[src/rtl/memory_access_stage.sv]
// ----------------------------------------------------------------------------
// memory_access_stage
//
// RISC-V MEM stage plus the MEM/WB pipeline register. Issues loads and stores
// on a req/ack data-memory bus (any number of wait states), formats load data
// and registers everything the write-back stage consumes. While an access is
// outstanding, stall_o freezes the upstream pipeline. The upstream pipeline
// holds the EX/MEM inputs steady for as long as stall_o is high.
//
// Optional feature (compile-time macro MISALIGN_CHECK_EN):
//   defined   - misaligned halfword/word accesses are not issued to the bus.
//               They retire in one cycle with RegWrite_WRITEBACK = 0, and the
//               extra output misaligned_o pulses for that slot.
//   undefined - no check is made and there is no misaligned_o port. Lane
//               shifts use addr[1:0] as-is, and byte enables shifted past
//               bit 3 are dropped.
//
// Ports:
//   clk, rst            clock (rising edge), asynchronous active-high reset
//   *_MEMORY            EX/MEM register contents (controls, address, data, rd)
//   dmem_req/we/addr    data-memory request, word-aligned address
//   dmem_wdata/be       lane-replicated store data and byte enables
//   dmem_rdata/ack      read word and access-complete strobe from memory
//   stall_o             freeze IF/ID/EX and hold EX/MEM
//   *_WRITEBACK         MEM/WB register contents
//   misaligned_o        (MISALIGN_CHECK_EN only) misaligned-access flag
//
// States:
//   S_IDLE | no access outstanding; memops are issued from here
//   S_WAIT | request issued, waiting for dmem_ack; bubbles go to WB
// ----------------------------------------------------------------------------
module memory_access_stage #(
    parameter int XLEN   = 32,
    parameter int REG_AW = 5
) (
    input  logic              clk,
    input  logic              rst,

    input  logic              Valid_MEMORY,
    input  logic              MemRead_MEMORY,
    input  logic              MemWrite_MEMORY,
    input  logic              MemtoReg_MEMORY,
    input  logic              RegWrite_MEMORY,
    input  logic [2:0]        funct3_MEMORY,
    input  logic [XLEN-1:0]   ALUResult_MEMORY,
    input  logic [XLEN-1:0]   StoreData_MEMORY,
    input  logic [REG_AW-1:0] Rd_MEMORY,

    output logic              dmem_req,
    output logic              dmem_we,
    output logic [XLEN-1:0]   dmem_addr,
    output logic [XLEN-1:0]   dmem_wdata,
    output logic [3:0]        dmem_be,
    input  logic [XLEN-1:0]   dmem_rdata,
    input  logic              dmem_ack,

    output logic              stall_o,

    output logic              Valid_WRITEBACK,
    output logic              MemtoReg_WRITEBACK,
    output logic              RegWrite_WRITEBACK,
    output logic [XLEN-1:0]   ReadData_WRITEBACK,
    output logic [XLEN-1:0]   Address_WRITEBACK,
`ifdef MISALIGN_CHECK_EN
    output logic              misaligned_o,
`endif
    output logic [REG_AW-1:0] Rd_WRITEBACK
);

    typedef enum logic {
        S_IDLE = 1'b0,
        S_WAIT = 1'b1
    } state_t;

    state_t state;

    logic              memop;
    logic              isStore;
    logic              accByte;
    logic              accHalf;
    logic [1:0]        byteOff;
    logic              misalign;
    logic              busStart;
    logic [6:0]        beWide;
    logic [XLEN-1:0]   shifted;
    logic [XLEN-1:0]   loadData;
    logic [XLEN-1:0]   capReadData;
    logic              capRegWrite;

    // ------------------------------------------------------------------
    // Access decode
    // ------------------------------------------------------------------
    assign memop   = Valid_MEMORY & (MemRead_MEMORY | MemWrite_MEMORY);
    assign isStore = MemWrite_MEMORY;
    assign byteOff = ALUResult_MEMORY[1:0];

    // funct3 100/101 only mean something for loads (LBU/LHU); every other
    // unlisted encoding falls through to a word access.
    always_comb begin
        accByte = 1'b0;
        accHalf = 1'b0;
        case (funct3_MEMORY)
            3'b000:  accByte = 1'b1;
            3'b001:  accHalf = 1'b1;
            3'b100:  accByte = ~isStore;
            3'b101:  accHalf = ~isStore;
            default: ;
        endcase
    end

`ifdef MISALIGN_CHECK_EN
    always_comb begin
        misalign = 1'b0;
        if (memop) begin
            if (accHalf)
                misalign = byteOff[0];
            else if (!accByte)
                misalign = (byteOff != 2'b00);
        end
    end
`else
    assign misalign = 1'b0;
`endif

    assign busStart = memop & ~misalign;

    // ------------------------------------------------------------------
    // Bus drive. Address/data come straight from EX/MEM, which is held
    // while stalled, so they stay stable throughout S_WAIT. Reset gates
    // the request so an abandoned access disappears immediately.
    // ------------------------------------------------------------------
    assign dmem_req  = ~rst & ((state == S_WAIT) | ((state == S_IDLE) & busStart));
    assign stall_o   = dmem_req & ~dmem_ack;
    assign dmem_we   = isStore;
    assign dmem_addr = {ALUResult_MEMORY[XLEN-1:2], 2'b00};

    // A 7-bit enable vector lets the shift overflow; the upper bits are
    // dropped when the lanes are presented on the bus.
    always_comb begin
        if (accByte)
            beWide = 7'b000_0001 << byteOff;
        else if (accHalf)
            beWide = 7'b000_0011 << byteOff;
        else
            beWide = 7'b000_1111;
    end

    assign dmem_be = isStore ? beWide[3:0] : 4'b1111;

    always_comb begin
        if (accByte)
            dmem_wdata = {4{StoreData_MEMORY[7:0]}};
        else if (accHalf)
            dmem_wdata = {2{StoreData_MEMORY[15:0]}};
        else
            dmem_wdata = StoreData_MEMORY;
    end

    // ------------------------------------------------------------------
    // Load formatting: move the addressed lane down to bit 0, then extend.
    // funct3[2] distinguishes the unsigned variants.
    // ------------------------------------------------------------------
    assign shifted = dmem_rdata >> {byteOff, 3'b000};

    always_comb begin
        if (accByte)
            loadData = funct3_MEMORY[2] ? {{(XLEN-8){1'b0}}, shifted[7:0]}
                                        : {{(XLEN-8){shifted[7]}}, shifted[7:0]};
        else if (accHalf)
            loadData = funct3_MEMORY[2] ? {{(XLEN-16){1'b0}}, shifted[15:0]}
                                        : {{(XLEN-16){shifted[15]}}, shifted[15:0]};
        else
            loadData = dmem_rdata;
    end

    // Only a completing bus load produces read data; ALU ops, stores and
    // misaligned accesses write zero.
    assign capReadData = (busStart & ~isStore) ? loadData : '0;
    assign capRegWrite = Valid_MEMORY & RegWrite_MEMORY & ~misalign;

    // ------------------------------------------------------------------
    // FSM and MEM/WB register
    // ------------------------------------------------------------------
    always_ff @(posedge clk or posedge rst) begin
        if (rst) begin
            state              <= S_IDLE;
            Valid_WRITEBACK    <= 1'b0;
            MemtoReg_WRITEBACK <= 1'b0;
            RegWrite_WRITEBACK <= 1'b0;
            ReadData_WRITEBACK <= '0;
            Address_WRITEBACK  <= '0;
            Rd_WRITEBACK       <= '0;
`ifdef MISALIGN_CHECK_EN
            misaligned_o       <= 1'b0;
`endif
        end else begin
            if ((state == S_IDLE && busStart && !dmem_ack) ||
                (state == S_WAIT && !dmem_ack)) begin
                // Access still outstanding: retire a bubble.
                state              <= S_WAIT;
                Valid_WRITEBACK    <= 1'b0;
                MemtoReg_WRITEBACK <= 1'b0;
                RegWrite_WRITEBACK <= 1'b0;
                ReadData_WRITEBACK <= '0;
                Address_WRITEBACK  <= '0;
                Rd_WRITEBACK       <= '0;
`ifdef MISALIGN_CHECK_EN
                misaligned_o       <= 1'b0;
`endif
            end else begin
                // Completed access or pass-through of a non-memory slot.
                state              <= S_IDLE;
                Valid_WRITEBACK    <= Valid_MEMORY;
                MemtoReg_WRITEBACK <= MemtoReg_MEMORY;
                RegWrite_WRITEBACK <= capRegWrite;
                ReadData_WRITEBACK <= capReadData;
                Address_WRITEBACK  <= ALUResult_MEMORY;
                Rd_WRITEBACK       <= Rd_MEMORY;
`ifdef MISALIGN_CHECK_EN
                misaligned_o       <= misalign;
`endif
            end
        end
    end

endmodule

[config.mk]
export PLATFORM = sky130hd
export DESIGN_NAME = memory_access_stage
export DESIGN_NICKNAME = d
export VERILOG_FILES = /design/src/rtl/memory_access_stage.sv
export SDC_FILE = /design/constraint.sdc
export NUM_CORES = 1
export LEC_CHECK = 0
export ABC_AREA = 1
export ABC_CLOCK_PERIOD_IN_PS = 4700
export CAP_MARGIN = 20
export CORE_MARGIN = 1.5
export CORE_UTILIZATION = 40
export CTS_BUF_LIST = sky130_fd_sc_hd__clkbuf_8
export DETAILED_ROUTE_END_ITERATION = 12
export GPL_TIMING_DRIVEN = 0
export PLACE_DENSITY = 0.91
export SLEW_MARGIN = 10
export SYNTH_ARGS = -nofsm -noshare
export SYNTH_HDL_FRONTEND = slang
export SYNTH_SLANG_ARGS = --single-unit
[constraint.sdc]
create_clock -name clk -period 4.7 [get_ports clk]
set_clock_uncertainty 0.05 [all_clocks]
set_input_delay 0.705 -clock clk [delete_from_list [all_inputs] [get_ports clk]]
set_output_delay 0.705 -clock clk [all_outputs]
set_load 0.02 [all_outputs]
---- Word-level counts from Yosys, hierarchy flattened ----
Cells that the tools add are included.
storage, ports and cells
  flip-flop bits (word level) ............. 73
  input port bits ......................... 112
  word-level logic and storage cells ...... 50
operators by class
  equal/unequal tests ..................... 3
  shift operators ......................... 3
  mux-type cells .......................... 19
  bitwise logic cells ..................... 12
  reduce and logical (&&, ||, !) cells .... 6
operators with widths
  kind                                                                count
  32-bit 2-to-1 mux                                                   9
  32-bit by 5-bit right shift with 16-bit output                      1
  4-bit 2-to-1 mux                                                    3
  1-bit AND                                                           6
  3-bit == test (second input constant)                               2
  5-bit 2-to-1 mux                                                    1
  1-bit 2-to-1 mux                                                    4
  1-bit NOT                                                           4
  1-bit one-hot mux with 2 select lines                               2
  1-bit by 2-bit << shifter with 4-bit output (first input constant)  1
  2-bit by 2-bit << shifter with 4-bit output (first input constant)  1
  3-bit by 1-bit == test with 1-bit output (second input constant)    1
  1-bit logical AND                                                   3
  3-bit zero test                                                     1
  1-bit OR                                                            2
  1-bit zero test                                                     1
  1-bit logical OR                                                    1

---- Longest topological paths before layout ----
Gate-level depths: netlist (run 1).
  word-level depth ........................ 6
  gate-level depth with buffers ........... 9
  depth with buffers taken out ............ 8

---- Worst setup path after synthesis (run 1) ----
OpenSTA, ideal clock, no wires.
  kind .................................... input port to output port
  start ................................... in ALUResult_MEMORY[1]
  end ..................................... out dmem_be[1]
  arrival time ............................ 1.815 ns
  data required time ...................... 3.945 ns
  setup slack ............................. 2.130 ns
  stages on the path ...................... 6
  buffers on the path ..................... 2
  cells stage by stage .................... buf_4 inv_1 buf_2 ha_1 nor2_1 o21ai_0
between the ends
  longest elaborated chain between the ends .. 4
ends and longest elaborated chain
  element                                      line  RTL
  start, declared                              45    input logic [XLEN-1:0] ALUResult_MEMORY,
  2-bit by 2-bit << shifter with 4-bit output  143   beWide = 7'b000_0011 << byteOff;
  4-bit 2-to-1 mux                             142   else if (accHalf)
  4-bit 2-to-1 mux (*)                         140   if (accByte)
  4-bit 2-to-1 mux (*)                         148   assign dmem_be = isStore ? beWide[3:0] : 4'b1111;
  end, declared                                53    output logic [3:0] dmem_be,
Every way passes the cells marked *; elsewhere a longest branch is shown, timed or not.

---- Worst setup path after layout (run 1) ----
  start ................................... in MemWrite_MEMORY
  end ..................................... out dmem_wdata[22]
between the ends
  longest elaborated chain between the ends .. 4
ends and longest elaborated chain
  element                                line      RTL
  start, declared                        41        input logic MemWrite_MEMORY,
  1-bit NOT (*)                          105, 106
  1-bit one-hot mux with 2 select lines  102       case (funct3_MEMORY)
  32-bit 2-to-1 mux                      153       else if (accHalf)
  32-bit 2-to-1 mux (*)                  151       if (accByte)
  end, declared                          52        output logic [XLEN-1:0] dmem_wdata,
Marks and branches as above.

==> results by group, run 1 <==
Power
  – P_sw: 507 µW
  – Switching part of the total: 31.3%
  – Peak VDD IR: 136 µV
  – Internal power: 1.11 mW
  – Power Density: 240 nW/µm²
  – P_leak: 3.30 nW
  – Sequential Power Share: 41.2%
  – Clock share of power: 25.9%
  – Combinational share of power: 32.9%

CTS
  – CTS Buffer Depth: 2
  – Clock root buffer: clkbuf_8
  – Clock H-tree levels: 3
  – Clock Latency Late Sink: 0.34 ns
  – Number of setup buffers added after CTS: 0
  – CTS clk-pin slew, worst paths: 0.07 ns
  – Clock Sink Count: 73
  – Post-CTS Hold Fix Bufs: 0
  – CTS tree: built
  – Clock buffers created by TritonCTS: 9
  – CTS resizes: 0

Final layout
  – Area growth, synth to finish: 74.5%
  – Final nets: 872
  – Non-Filler Instances: 890
  – Filler instances: 666
  – Core Util, Final: 72.5%
  – Antenna diode count: 0
  – Layout cell share with drive strength beyond 1: 12.0%

Critical path
  – FF-to-FF path depth: 4
  – Worst setup SP type: input port
  – Setup slack, reg-to-reg: 3.52 ns
  – Worst Path Arrival: 2.89 ns
  – Critical Path RT: 3.94 ns
  – CP Capture Type: primary output
  – Reg2reg end: Address_WRITEBACK[16]
  – Setup CP Type: in -> out
  – R2r startpoint: state
  – Worst-path maximum fanout: 10

Timing
  – Worst slew pin tran: 0.541 ns
  – RSZ-0062 raised after global routing: no
  – # setup viols final: 0
  – Final slew viol count: 0
  – Sum Neg Setup Slack: 0 ns
  – Final min period: 3.65 ns
  – Max Freq: 0.274 GHz
  – Final WS setup: 1.05 ns
  – Relative slew slack: 64.0%
  – Period utilization: 77.6%
  – Final Hold Vio Count: 0

GRT
  – Initial antenna violation count: 0
  – Largest net degree at the start of global routing: 49
  – GRT Overall Usage: 26.5%
  – Vias in the first global route: 4281
  – First-pass GRT wire length: 20.7 mm
  – Remaining Overflow, GRT: 0

Synth
  – Area of the mapped netlist: 3860 µm²
  – Number of synthesized register bits: 73
  – Primary FF master, synth: dfrtp_1
  – Sequential-to-total area share from yosys stat: 47.4%
  – EDFF count, synth: 0
  – Synth warn: 0
  – Mapped Cells: 491
  – Post-synth cell types: 25
  – Syn avg cell area: 7.85 µm²
  – Ys async rst share: 100%

Route
  – DR vias: 4290
  – Mean routed wirelength per cell: 15.5 µm
  – Initial DRC count: 219
  – DRC viols: 0
  – Final ANT Viol Nets: 0
  – DRT Pass-1 Iters: 5
  – Vias/cell: 4.82
  – Total wire length: 13.8 mm

Place
  – Pre-CTS WS: 1.08 ns
  – Port Buffers: 252
  – RePlAce Congestion: 0.919
  – HPWL Detailed: 11.0 mm
  – Placed Cells: 874

Status
  – Status: completed

Floorplan
  – Io pins: 255
  – Area of the die: 10200 µm²
  – Initial Util: 41.5%
  – Core Area: 9280 µm²
  – FP Rows: 35
  – Die span in x: 101 µm
  – Die extent in y: 101 µm

Flow run
  – Max Cap Viol: 0

Min path
  – Hold path endpoint: Valid_WRITEBACK
  – Hold Path Depth: 3
  – Hold WC Path Type: reg -> reg
  – Hold_sp: state
## cell usage in the layout, fill, tap and decap left out, drive strengths merged
master / Yosys / layout
a21oi: 22 / 22
buf: 61 / 62
clkbuf: 2 / 11
clkdlybuf4s50: 0 / 252
clkinv: 0 / 5
conb: 1 / 2
dfrtp: 73 / 73
ha: 4 / 4
inv: 67 / 69
nand2: 117 / 117
nand3: 17 / 17
nand3b: 1 / 1
nand4: 1 / 1
nor2: 84 / 84
o211ai: 9 / 9
o21ai: 26 / 26
o31ai: 6 / 6
## registers in the layout, summed over array words and instances, names as in the netlist
signal              count
RegWrite_WRITEBACK      1
ReadData_WRITEBACK     32
MemtoReg_WRITEBACK      1
Rd_WRITEBACK            5
Valid_WRITEBACK         1
state                   1
Address_WRITEBACK      32
## cells by family after synthesis
group | Yosys count | share of synthesized area, %
other | 1 | 0.0972
buffers and inverters | 130 | 18.1
AO/OA/AOI/OAI | 63 | 9.25
adder cells (fa/ha/maj) | 4 | 1.30
flip-flops | 73 | 47.4
AND/OR/NAND/NOR | 220 | 23.9
## worst max-delay path by stage
stage                            end  slack [ns]       startpoint  cells past startpoint
2_1_floorplan   Address_WRITEBACK[0]        2.09              rst                      1
3_3_place_gp   Address_WRITEBACK[14]        0.97              rst                      2
3_5_place_dp          dmem_wdata[26]        1.08  MemWrite_MEMORY                      8
4_1_cts               dmem_wdata[22]        1.07  MemWrite_MEMORY                      8
5_1_grt               dmem_wdata[22]        0.93  MemWrite_MEMORY                      8
6_report              dmem_wdata[22]        1.05  MemWrite_MEMORY                      8
## through the flow
step           power, mW  cell area [µm²]  hold slack (ns)
2_1_floorplan      0.923             3860            0.542
3_3_place_gp        1.19             6540            0.583
3_5_place_dp        1.21             6570            0.600
4_1_cts             1.63             6730            0.624
5_1_grt             1.70             6730            0.671
6_report            1.62             6730            0.616
## worst max-delay path: stages
cell             delay, ns
clkdlybuf4s50_1       0.56
nand2_2               0.20
nand2_4               0.08
inv_2                 0.13
clkbuf_1              0.43
nand2_1               0.10
nand2_1               0.08
clkdlybuf4s50_1       0.59
## power groups by stage
stage               Clock (mW)  Sequential [mW]  Combinational [mW]
CTS                      0.429            0.667               0.534
floorplan                    0            0.720               0.203
detailed placement           0            0.679               0.530
global route             0.457            0.669               0.569
global placement             0            0.678               0.515
finish                   0.419            0.667               0.533
## cell type report
| type | instances | area, µm² | area share, % |
|---|---|---|---|
| repair buffers | 253 | 2540 | 37.8 |
| flip-flops and latches | 73 | 1830 | 27.1 |
| multi-input cells | 289 | 1340 | 19.8 |
| plain buffers | 63 | 442 | 6.56 |
| inverters | 67 | 259 | 3.85 |
| well taps | 129 | 161 | 2.40 |
| clock buffers | 9 | 124 | 1.84 |
| clock inverters | 7 | 40.0 | 0.595 |
## Yosys cell counts, types with 3 or more instances
cell | n | share of area (%)
nand3_2 | 3 | 0.78
buf_4 | 44 | 8.6
buf_2 | 14 | 1.8
nand3_1 | 12 | 1.6
nor2_1 | 83 | 8.1
o211ai_1 | 9 | 1.8
a21oi_1 | 21 | 2.7
o21ai_0 | 26 | 3.4
nand2_1 | 113 | 11
ha_1 | 4 | 1.3
dfrtp_1 | 73 | 47
o31ai_1 | 6 | 1.2
buf_6 | 3 | 0.88
inv_1 | 64 | 6.2
## metal layers
metal	track usage (%)	vias up	part of all wire (%)
met4	12.7	0	3.3
met3	8.14	42	10
li1	-	1983	-
met5	0	-	0
met1	26.0	1981	33
met2	50.4	284	53
(Power assumes the default switching activity.)
==> run 2, diff against run 1 <==
ABC_CLOCK_PERIOD_IN_PS = 3400   (was 4700)
CORE_UTILIZATION = 37   (was 40)
PLACE_DENSITY = 0.86   (was 0.91)
clock period = 3.4 ns   (was 4.7 ns; I/O delays follow)
==> run 2 against run 1 <==
  * Sequential power grew 38%
  * Final area is 0.41% higher
  * First-iteration DRC count is the same
  * Combinational power grew 38%
  * Clock power up 44%
  * Critical path depth unchanged
  * Critical path type unchanged
  * Die area grew 7.9%
  * Utilization fell by 6.4 points
  * Highest routed layer unchanged
  * Critical endpoint is now dmem_wdata[29]
  * Sequential share of layout area down 0.11 points
==> results by group, run 2 (synthesized netlist as in run 1, its figures left out) <==
CTS
  – Clock Sink Count: 73
  – CTS clk-pin slew, worst paths: 0.08 ns
  – Clock root buffer: clkbuf_8
  – Clock Latency Late Sink: 0.35 ns
  – Number of setup buffers added after CTS: 0
  – Clock H-tree levels: 3
  – CTS Buffer Depth: 2
  – CTS tree: built
  – Clock buffers created by TritonCTS: 9

Final layout
  – Top flop regs: Address_WRITEBACK (32), ReadData_WRITEBACK (32), Rd_WRITEBACK (5)
  – Layout cell share with drive strength beyond 1: 12.1%
  – Commonest non-fill, non-tap cell in the layout: clkdlybuf4s50_1
  – Area growth, synth to finish: 75.2%
  – Core Util, Final: 66.1%
  – Final non-filler cell area: 6760 µm²
  – Commonest non-fill, non-tap cells in the layout: clkdlybuf4s50_1, nand2_1, nor2_1
  – Antenna diode count: 0
  – Final nets: 872

Route
  – DRT Pass-1 Iters: 4
  – Mean routed wirelength per cell: 15.0 µm
  – DRC viols: 0
  – Initial DRC count: 219
  – Total wire length: 13.4 mm
  – Final ANT Viol Nets: 0
  – Vias/cell: 4.68
  – DR vias: 4191

Critical path
  – Worst-path maximum fanout: 10
  – Critical Path RT: 2.84 ns
  – Worst setup SP type: input port
  – CP Capture Type: primary output
  – Setup CP Type: in -> out
  – Worst Path Arrival: 2.70 ns

Floorplan
  – Core Area: 10200 µm²
  – Die span in x: 105 µm
  – Die extent in y: 105 µm
  – Io pins: 255
  – Initial Util: 37.7%
  – Area of the die: 11000 µm²
  – FP Rows: 37

Timing
  – Final Hold Vio Count: 0
  – Max Freq: 0.306 GHz
  – Final min period: 3.26 ns
  – Period utilization: 96.0%
  – RSZ-0062 raised after global routing: no
  – Final slew viol count: 0
  – Relative slew slack: 55.4%
  – Worst slew pin tran: 0.668 ns
  – WHS: 0.484 ns
  – # setup viols final: 0

GRT
  – First-pass GRT wire length: 20.6 mm
  – Remaining Overflow, GRT: 0
  – GRT Overall Usage: 24.4%
  – Largest net degree at the start of global routing: 51
  – Initial antenna violation count: 0
  – Vias in the first global route: 4171

Power
  – Power Density: 334 nW/µm²
  – Peak VDD IR: 173 µV
  – P_leak: 3.31 nW
  – Pwr Total: 2.26 mW

Status
  – Status: completed

Place
  – HPWL Detailed: 10.8 mm
  – Port Buffers: 252
  – Post-DP Area: 6580 µm²
  – RePlAce Congestion: 0.839

Min path
  – Hold WC Path Type: in -> async

Flow run
  – Max Cap Viol: 0
## run 2: cell count changes in the layout (fill, tap and decap cells not counted), sizes merged
cell           delta
clkbuf            +1
clkdlybuf4s50     -2
inv               -2
dlymetal6s2s      +2
clkinv            -3
clkinvlp          +3
## run 2: final cells by class
cell class                      instances  area [µm²]
Multi-Input combinational cell        289        1340
Clock buffer                           10         138
Inverter                               67         259
Clock inverter                          5        32.5
Timing Repair Buffer                  253        2550
Sequential cell                        73        1830
Fill cell                             804        3470
Tap cell                              136         170
Buffer                                 63         442
## run 2: per-layer routing
metal / up-vias / GRT usage [%] / wire (µm)
li1: 1987 / - / -
met1: 1955 / 23.8 / 4770
met2: 220 / 47.3 / 7300
met3: 29 / 7.05 / 1000
met4: 0 / 9.88 / 335
met5: - / 0 / 0
## run 2: worst max-delay path, cell delays in order
cell and delay, ns:
clkdlybuf4s50_1 0.57, nand2_2 0.20, nand2_4 0.09, nor2_4 0.18, buf_2 0.29, nand2_1 0.11
o211ai_1 0.11, clkdlybuf4s50_1 0.64
## run 2: worst paths after layout
kind / start / endpoint / slack (ns) / cells after the start
max in group asynchronous: rst / Address_WRITEBACK[2] / 2.26 / 3
hold / removal: rst / ReadData_WRITEBACK[4] / 0.48 / 2
setup reg to reg: state / Address_WRITEBACK[2] / 2.23 / 4
hold reg to reg: state / Valid_WRITEBACK / 0.64 / 3
setup / recovery: MemWrite_MEMORY / dmem_wdata[29] / 0.14 / 8
min in group clk: Rd_MEMORY[2] / Rd_WRITEBACK[2] / 0.61 / 3
## run 2: through the flow
step                      std cells  setup slack, ns  TNS [ns]
after floorplan                 492            0.987         0
after global placement          880           -0.203    -14.63
after detailed placement        881            0.148         0
after CTS                       896            0.139         0
after global routing            896           0.0130         0
final                           896            0.135         0
## run 2: report_power, final
group | leakage (nW) | total, mW | switching, mW | internal [mW]
clock | 0.0802 | 0.603 | 0.326 | 0.278
combinational | 2.28 | 0.734 | 0.365 | 0.369
sequential | 0.951 | 0.922 | 0.0115 | 0.910
## run 2: timing repair
| item | in CTS | in global routing |
|---|---|---|
| setup endpoints to repair | 0 | 2 |
| gates resized for setup | 0 | 2 |
| hold buffers | 0 | 0 |
